File: src/rtl/icache_fill_controller.sv
// Direct-mapped instruction cache with a word-by-word line-fill engine.
// Cacheable hits are served combinationally in the request cycle.
// A miss fetches the whole line starting at word 0.
// kseg1 addresses (0xA000_0000-0xBFFF_FFFF) bypass the cache. Each one
// is read as a single uncached word, and that word is served only to the
// fetch that requested it.
module icache_fill_controller #(
  parameter int LINE_WORDS = 4,
  parameter int LINES      = 16
) (
  input  logic        clk,
  input  logic        reset,
  input  logic [31:0] addr,
  input  logic        read,
  output logic [31:0] rdata,
  output logic        busy,
  input  logic        flush,
  output logic [31:0] mem_addr,
  output logic        mem_read,
  input  logic [31:0] mem_rdata,
  input  logic        mem_ready
);

  localparam int OB = $clog2(LINE_WORDS);
  localparam int IB = $clog2(LINES);
  localparam int TB = 32 - OB - IB - 2;

  localparam logic [OB-1:0] CNT_ONE   = OB'(1);
  localparam logic [OB-1:0] CNT_LAST  = OB'(LINE_WORDS - 1);
  localparam logic [OB-1:0] CNT_ZERO  = OB'(0);

  typedef enum logic [1:0] {
    ST_IDLE   = 2'd0,
    ST_FILL   = 2'd1,
    ST_BYPASS = 2'd2
  } state_t;

  state_t state_r, state_s;

  // Storage arrays
  logic [31:0]    data_r [LINES][LINE_WORDS];
  logic [TB-1:0]  tag_r  [LINES];
  logic [LINES-1:0] valid_r;

  // Fill / bypass bookkeeping
  logic [IB-1:0]  fill_index_r;
  logic [TB-1:0]  fill_tag_r;
  logic [OB-1:0]  word_cnt_r;
  logic           flush_pend_r;
  logic           bypass_hit_r;
  logic [29:0]    bypass_addr_r;
  logic [31:0]    bypass_data_r;
  logic [31:0]    mem_addr_r;
  logic           mem_read_r;

  // Decoded request fields
  logic [OB-1:0]  offset_s;
  logic [IB-1:0]  index_s;
  logic [TB-1:0]  tag_s;
  logic           kseg1_s;
  logic           hit_s;
  logic           byp_serve_s;
  logic           ready_ok_s;
  logic           last_word_s;
  logic           start_fill_s;
  logic           start_byp_s;
  logic           unused_s;

  assign offset_s    = addr[OB+1:2];
  assign index_s     = addr[OB+IB+1:OB+2];
  assign tag_s       = addr[31:OB+IB+2];
  assign kseg1_s     = (addr[31:29] == 3'b101);
  assign hit_s       = read && !kseg1_s && valid_r[index_s] && (tag_r[index_s] == tag_s);
  assign byp_serve_s = read && kseg1_s && bypass_hit_r && (bypass_addr_r == addr[31:2]);
  // mem_ready outside an outstanding request carries no data for us
  assign ready_ok_s  = mem_ready && mem_read_r;
  assign last_word_s = (word_cnt_r == CNT_LAST);
  assign unused_s    = &{1'b0, addr[1:0]};

  assign mem_addr = mem_addr_r;
  assign mem_read = mem_read_r;

  // State register
  always_ff @(posedge clk) begin
    if (reset) begin
      state_r <= ST_IDLE;
    end else begin
      state_r <= state_s;
    end
  end

  // Next-state decode plus the combinational busy/rdata response
  always_comb begin
    state_s      = state_r;
    busy         = 1'b0;
    rdata        = 32'h0000_0000;
    start_fill_s = 1'b0;
    start_byp_s  = 1'b0;
    case (state_r)
      ST_IDLE: begin
        if (read) begin
          if (hit_s) begin
            rdata = data_r[index_s][offset_s];
          end else if (byp_serve_s) begin
            rdata = bypass_data_r;
          end else begin
            busy = 1'b1;
            if (flush) begin
              // flush wins; the request is re-evaluated as a miss next cycle
              state_s = ST_IDLE;
            end else if (kseg1_s) begin
              if (!bypass_hit_r) begin
                state_s     = ST_BYPASS;
                start_byp_s = 1'b1;
              end else begin
                // stale uncached word is dropped this cycle, fetch starts next
                state_s = ST_IDLE;
              end
            end else begin
              state_s      = ST_FILL;
              start_fill_s = 1'b1;
            end
          end
        end else begin
          rdata = 32'h0000_0000;
        end
      end
      ST_FILL: begin
        busy = 1'b1;
        if (ready_ok_s && last_word_s) begin
          state_s = ST_IDLE;
        end else begin
          state_s = ST_FILL;
        end
      end
      ST_BYPASS: begin
        busy = 1'b1;
        if (ready_ok_s) begin
          state_s = ST_IDLE;
        end else begin
          state_s = ST_BYPASS;
        end
      end
      default: begin
        state_s = ST_IDLE;
        busy    = 1'b0;
      end
    endcase
  end

  // External request address/strobe and fill bookkeeping
  always_ff @(posedge clk) begin
    if (reset) begin
      mem_addr_r   <= 32'h0000_0000;
      mem_read_r   <= 1'b0;
      fill_index_r <= '0;
      fill_tag_r   <= '0;
      word_cnt_r   <= CNT_ZERO;
      flush_pend_r <= 1'b0;
    end else begin
      case (state_r)
        ST_IDLE: begin
          if (start_fill_s) begin
            fill_index_r <= index_s;
            fill_tag_r   <= tag_s;
            word_cnt_r   <= CNT_ZERO;
            mem_addr_r   <= {tag_s, index_s, CNT_ZERO, 2'b00};
            mem_read_r   <= 1'b1;
            flush_pend_r <= 1'b0;
          end else if (start_byp_s) begin
            mem_addr_r   <= {addr[31:2], 2'b00};
            mem_read_r   <= 1'b1;
            flush_pend_r <= 1'b0;
          end
        end
        ST_FILL: begin
          if (flush) begin
            flush_pend_r <= 1'b1;
          end
          if (ready_ok_s) begin
            word_cnt_r <= word_cnt_r + CNT_ONE;
            mem_addr_r <= mem_addr_r + 32'd4;
            if (last_word_s) begin
              mem_read_r <= 1'b0;
            end
          end
        end
        ST_BYPASS: begin
          if (flush) begin
            flush_pend_r <= 1'b1;
          end
          if (ready_ok_s) begin
            mem_read_r <= 1'b0;
          end
        end
        default: begin
          mem_read_r <= 1'b0;
        end
      endcase
    end
  end

  // Uncached word holding register; valid only for the fetch that caused it
  always_ff @(posedge clk) begin
    if (reset) begin
      bypass_hit_r  <= 1'b0;
      bypass_addr_r <= 30'h0;
      bypass_data_r <= 32'h0000_0000;
    end else if ((state_r == ST_BYPASS) && ready_ok_s) begin
      bypass_data_r <= mem_rdata;
      bypass_addr_r <= mem_addr_r[31:2];
      bypass_hit_r  <= !(flush_pend_r || flush);
    end else if (flush) begin
      bypass_hit_r <= 1'b0;
    end else if (read && bypass_hit_r && (bypass_addr_r != addr[31:2])) begin
      bypass_hit_r <= 1'b0;
    end
  end

  // Line valid bits: set on clean fill completion, cleared by flush or new fill
  always_ff @(posedge clk) begin
    if (reset) begin
      valid_r <= '0;
    end else if ((state_r == ST_FILL) && ready_ok_s && last_word_s) begin
      if (flush_pend_r || flush) begin
        valid_r <= '0;
      end else begin
        valid_r[fill_index_r] <= 1'b1;
      end
    end else if (flush && (state_r == ST_IDLE)) begin
      valid_r <= '0;
    end else if (start_fill_s) begin
      valid_r[index_s] <= 1'b0;
    end
  end

  // Data and tag arrays, written as fill words return
  always_ff @(posedge clk) begin
    if (!reset && (state_r == ST_FILL) && ready_ok_s) begin
      data_r[fill_index_r][word_cnt_r] <= mem_rdata;
      if (last_word_s) begin
        tag_r[fill_index_r] <= fill_tag_r;
      end
    end
  end

endmodule

File: config.mk
export PLATFORM = sky130hd
export DESIGN_NAME = icache_fill_controller
export DESIGN_NICKNAME = d
export VERILOG_FILES = /design/src/rtl/icache_fill_controller.sv
export SDC_FILE = /design/constraint.sdc
export NUM_CORES = 2
export LEC_CHECK = 0
export CORE_ASPECT_RATIO = 1.1
export CORE_MARGIN = 2
export CORE_UTILIZATION = 45
export DETAILED_ROUTE_END_ITERATION = 10
export GPL_ROUTABILITY_DRIVEN = 0
export HOLD_SLACK_MARGIN = 0.08
export PLACE_DENSITY_LB_ADDON = 0.1
export SLEW_MARGIN = 10
export SYNTH_ARGS = -nofsm -noshare
export SYNTH_HDL_FRONTEND = slang
export SYNTH_SLANG_ARGS = --single-unit
File: constraint.sdc
create_clock -name clk -period 7.6 [get_ports clk]
set_clock_uncertainty 0.15 [all_clocks]
set_input_delay 1.14 -clock clk [delete_from_list [all_inputs] [get_ports clk]]
set_output_delay 1.14 -clock clk [all_outputs]
set_load 0.05 [all_outputs]
==> metrics list <==
- Proportion of power drawn by combinational gates: 0.050
* Met2 WL: 138000 um
* Final Critical Period: 6.69 ns
* Grt total ovfl: 0
- Mapped Avg Cell Area: 21.3 sq um
- Area share of fa/ha/maj cells after synthesis: 0.00112
- Num Clock Sinks: 2575
- Most common cell in the synthesized netlist: sky130_fd_sc_hd__edfxtp_1
- Clock network fraction of total power: 0.425
- Count of nets after finishing: 5098
- By area, the combinational part of the netlist is dominated by multiplexers.
- Critical path data arrival time: 5.40 ns
* Number of setup violations in the final report: 0
- DP Wirelength: 155000 um
- Root Driver: sky130_fd_sc_hd__clkbuf_16
- The share of the Yosys chip area taken by registers is 0.757.
- Clock latency on the worst-skew pair, taken at its later pin, is 0.92 ns.
- The clock passes through at most 4 buffers.
- For the pin with the worst max-slew slack, the measured transition is 1.19 ns.
* Clk pin slew, worst setup/hold paths: 0.06 ns
- Buffers inserted during clock tree synthesis total 284.
- Post-detailed-route wirelength per cell: 34.3 um
- Cell internal power was estimated by the tool at 23400 uW.
- Share of the cycle needed by the critical path after routing: 0.880
- The number of hold buffers added after CTS was 0.
- Across every metal layer, demand over resource in global routing totals 0.248.
* Mux cell area share after synthesis: 0.178
* Layout cells sized above 1: 0.271
* Static Leakage: 0.0358 uW
- Static timing analysis puts the maximum clock frequency at 0.150 GHz.
- Yosys printed 0 warnings.
* Flip-flop and latch count after synthesis: 2575
- Run status: complete, no violations
- Endpoint class of the critical path: output port
- Ranked by total cell area, the synthesized netlist is headed by sky130_fd_sc_hd__edfxtp_1 73%, sky130_fd_sc_hd__mux4_2 17%, sky130_fd_sc_hd__dfxtp_1 2.9%.
- Initial antenna violation count: 17
* Kind of critical path: in -> out
- The initialized floorplan defines 181 standard-cell rows.
- Share of total power in sequential cells: 0.525
- Die outline area: 227000 sq um
- Synth top cells by count: 2432 x sky130_fd_sc_hd__edfxtp_1, 742 x sky130_fd_sc_hd__mux4_2, 251 x sky130_fd_sc_hd__nand2_1
* Sw frac: 0.213
* Top routing layer in use: met5
- After synthesis the cells add up to 100000 sq um.
* Number of synthesized flops with an enable pin: 2432
- In this run the worst path has a maximum fanout of 55.
* 1st-pass router iterations: 6
- Setup total negative slack on the finished layout was measured at 0 ns.
* CP max stage delay: 0.55 ns
* Largest net degree at the start of global routing: 119
- The share of synthesized area in the top cell type comes to 0.728.
- Setup repair after global routing left no endpoint under its margin.
- Rel. slew slack: 0.205
* Number of buffers added on ports: 130
- Leading area contributor after synthesis: sky130_fd_sc_hd__edfxtp_1
- Starting utilization of the core area: 0.453
- Placed standard-cell area: 106000 sq um
- From left edge to right edge, the die measures 454 um.
* Final WL: 280000 um
- Power per cell area: 259 nW/um^2
- The number of different library cells used by synthesis comes to 70.
* Core Footprint: 221000 sq um
* Post-detailed-route via-to-cell ratio: 6.12
- The tightest min-delay check is of the reg -> reg type.
- TritonCTS built the clock tree.
* Number of global-route vias before repair: 50900
* Maximum capacitance violations: 0
* Hold WS: 0.310 ns
* Global-route wire length before repair: 393000 um
* Post-synthesis async set-or-reset flop share: 0
* Count of instances resized after the clock tree is built: 0
* Number of pins exceeding their max-slew limit in the final report: 0
- From bottom edge to top edge, the die measures 499 um.
* Fraction of the mapped netlist area in compound gates: 0.0205
* Slowest CP cell: sky130_fd_sc_hd__buf_4
* Finished layout cell area: 115000 sq um
- Synthesis produced 4716 cells.
- Peak supply drop: 242 uV
* Count of buffers added by post-CTS timing repair for setup: 0
- Commonest register cell after synthesis: sky130_fd_sc_hd__edfxtp_1
* Launching element type of the critical path: input pin
- Layout Area Growth over Synthesis: 14.3%
- Post-synthesis simple-gate area fraction: 0.0257
* Switching component of the power: 6320 uW
- Traced cell by cell, the critical path runs through buf_8, buf_4, nor2b_1, a22oi_1, and3_1, o22a_1, a41oi_1, a2111oi_4, buf_12, nand3_1, a21oi_1, buf_4, buf_12.
* Top-level port count: 135
* Iteration-0 DRC count of the detailed router: 5898
- Number of routed nets with antenna violations: 0
* Via count: 49800
- Number of H-tree levels: 5
- Post-synthesis xor/xnor area fraction: 0.00533
- After detailed routing, the wire length on met1 is 118000 um.
- For the worst setup path, the data required time is 6.31 ns.
- Wire segments on met3 add up to 15200 um in the final route.
* Final hold violation count: 0
- DRC violations left: 0
registers in the layout, summed over array words and instances, names as in the netlist, 2 cells and up:
signal / count
bypass_data_r: 32
bypass_addr_r: 30
mem_addr: 30
valid_r: 16
data_r: 2048
state_r: 2
tag_r: 384
fill_tag_r: 24
word_cnt_r: 2
fill_index_r: 4
power by group through the flow:
stage	clock network [uW]	logic, uW	registers [uW]
2_1_floorplan	0	847	15900
3_3_place_gp	0	1490	15900
3_5_place_dp	0	1510	15900
4_1_cts	12800	1510	15600
5_1_grt	13400	1580	15600
6_report	12600	1490	15600
critical path, delay by kind of cell:
family,cells,cell delay [ns]
and+or+nand+nor,3,0.72
buffers and inverters,5,1.71
AOI/OAI and AO/OA,5,1.69
path summary, 6_finish.rpt:
| check | startpoint | endpoint | slack (ns) | cells after the start |
|---|---|---|---|---|
| worst max register to register | tag_r[13][18] | mem_addr[17] | 3.56 | 10 |
| worst min-delay path | bypass_data_r[0] | bypass_data_r[0] | 0.31 | 2 |
| worst max-delay path | addr[5] | rdata[3] | 0.91 | 13 |
| worst min register to register | bypass_data_r[0] | bypass_data_r[0] | 0.31 | 2 |
area by class of cell:
class | count | area (sq um)
fillers | 17300 | 107000
flip-flops and latches | 2575 | 75900
multi-input cells | 1836 | 23700
clock buffers | 377 | 7630
well taps | 2928 | 3660
repair buffers | 298 | 3050
clock inverters | 100 | 639
inverters | 25 | 103
diodes | 5 | 12.5
metal layers:
metal  GRT usage  vias to the layer above
li1            -                    20300
met1       0.349                    27300
met2       0.402                     1710
met3      0.0352                      434
met4      0.0783                        2
met5           0                        -
cells in the final DEF, fill, tap and decap left out, types with 9 or more instances in the layout:
master,count
sky130_fd_sc_hd__nor2b_1,11
sky130_fd_sc_hd__nand3_1,65
sky130_fd_sc_hd__a21oi_1,141
sky130_fd_sc_hd__edfxtp_1,2432
sky130_fd_sc_hd__clkdlybuf4s50_1,59
sky130_fd_sc_hd__clkinv_2,36
sky130_fd_sc_hd__clkbuf_1,83
sky130_fd_sc_hd__o21ai_0,38
sky130_fd_sc_hd__clkbuf_16,291
sky130_fd_sc_hd__nand2b_1,9
sky130_fd_sc_hd__a22oi_1,26
sky130_fd_sc_hd__buf_4,150
sky130_fd_sc_hd__a31oi_1,9
sky130_fd_sc_hd__nor2_1,82
sky130_fd_sc_hd__nand2_1,249
sky130_fd_sc_hd__buf_12,57
sky130_fd_sc_hd__and3_1,12
sky130_fd_sc_hd__inv_1,23
sky130_fd_sc_hd__nor4_1,21
sky130_fd_sc_hd__clkinv_1,50
sky130_fd_sc_hd__o22ai_1,13
sky130_fd_sc_hd__nand4_1,11
sky130_fd_sc_hd__o32ai_1,12
sky130_fd_sc_hd__ha_1,9
sky130_fd_sc_hd__xnor2_1,36
sky130_fd_sc_hd__dfxtp_1,143
sky130_fd_sc_hd__nor3_1,34
sky130_fd_sc_hd__mux4_2,742
sky130_fd_sc_hd__buf_2,29
sky130_fd_sc_hd__mux2i_1,108
sky130_fd_sc_hd__a2bb2oi_1,9
sky130_fd_sc_hd__xor2_1,25
sky130_fd_sc_hd__nor2_4,64
logic make-up (layout without fill, tap and decap cells):
| family | count (synthesis) | in the layout |
|---|---|---|
| and+or+nand+nor | 588 | 588 |
| xor gates and xnor gates | 61 | 61 |
| adders and majority gates | 9 | 9 |
| other | 1 | 7 |
| AOI/OAI and AO/OA | 320 | 320 |
| buffers and inverters | 306 | 800 |
| muxes | 856 | 856 |
| DFF | 2575 | 2575 |
metrics by stage:
stage	instances	setup slack, ns	utilization	power [uW]
2_1_floorplan	4717	1.66	-	16800
3_3_place_gp	7660	0.908	0.481	17400
3_5_place_dp	7660	0.897	0.481	17400
4_1_cts	8137	0.882	0.518	29900
5_1_grt	8143	0.778	0.518	30600
6_report	8144	0.912	0.518	29700
No activity file was read; power rests on OpenSTA's default activity.
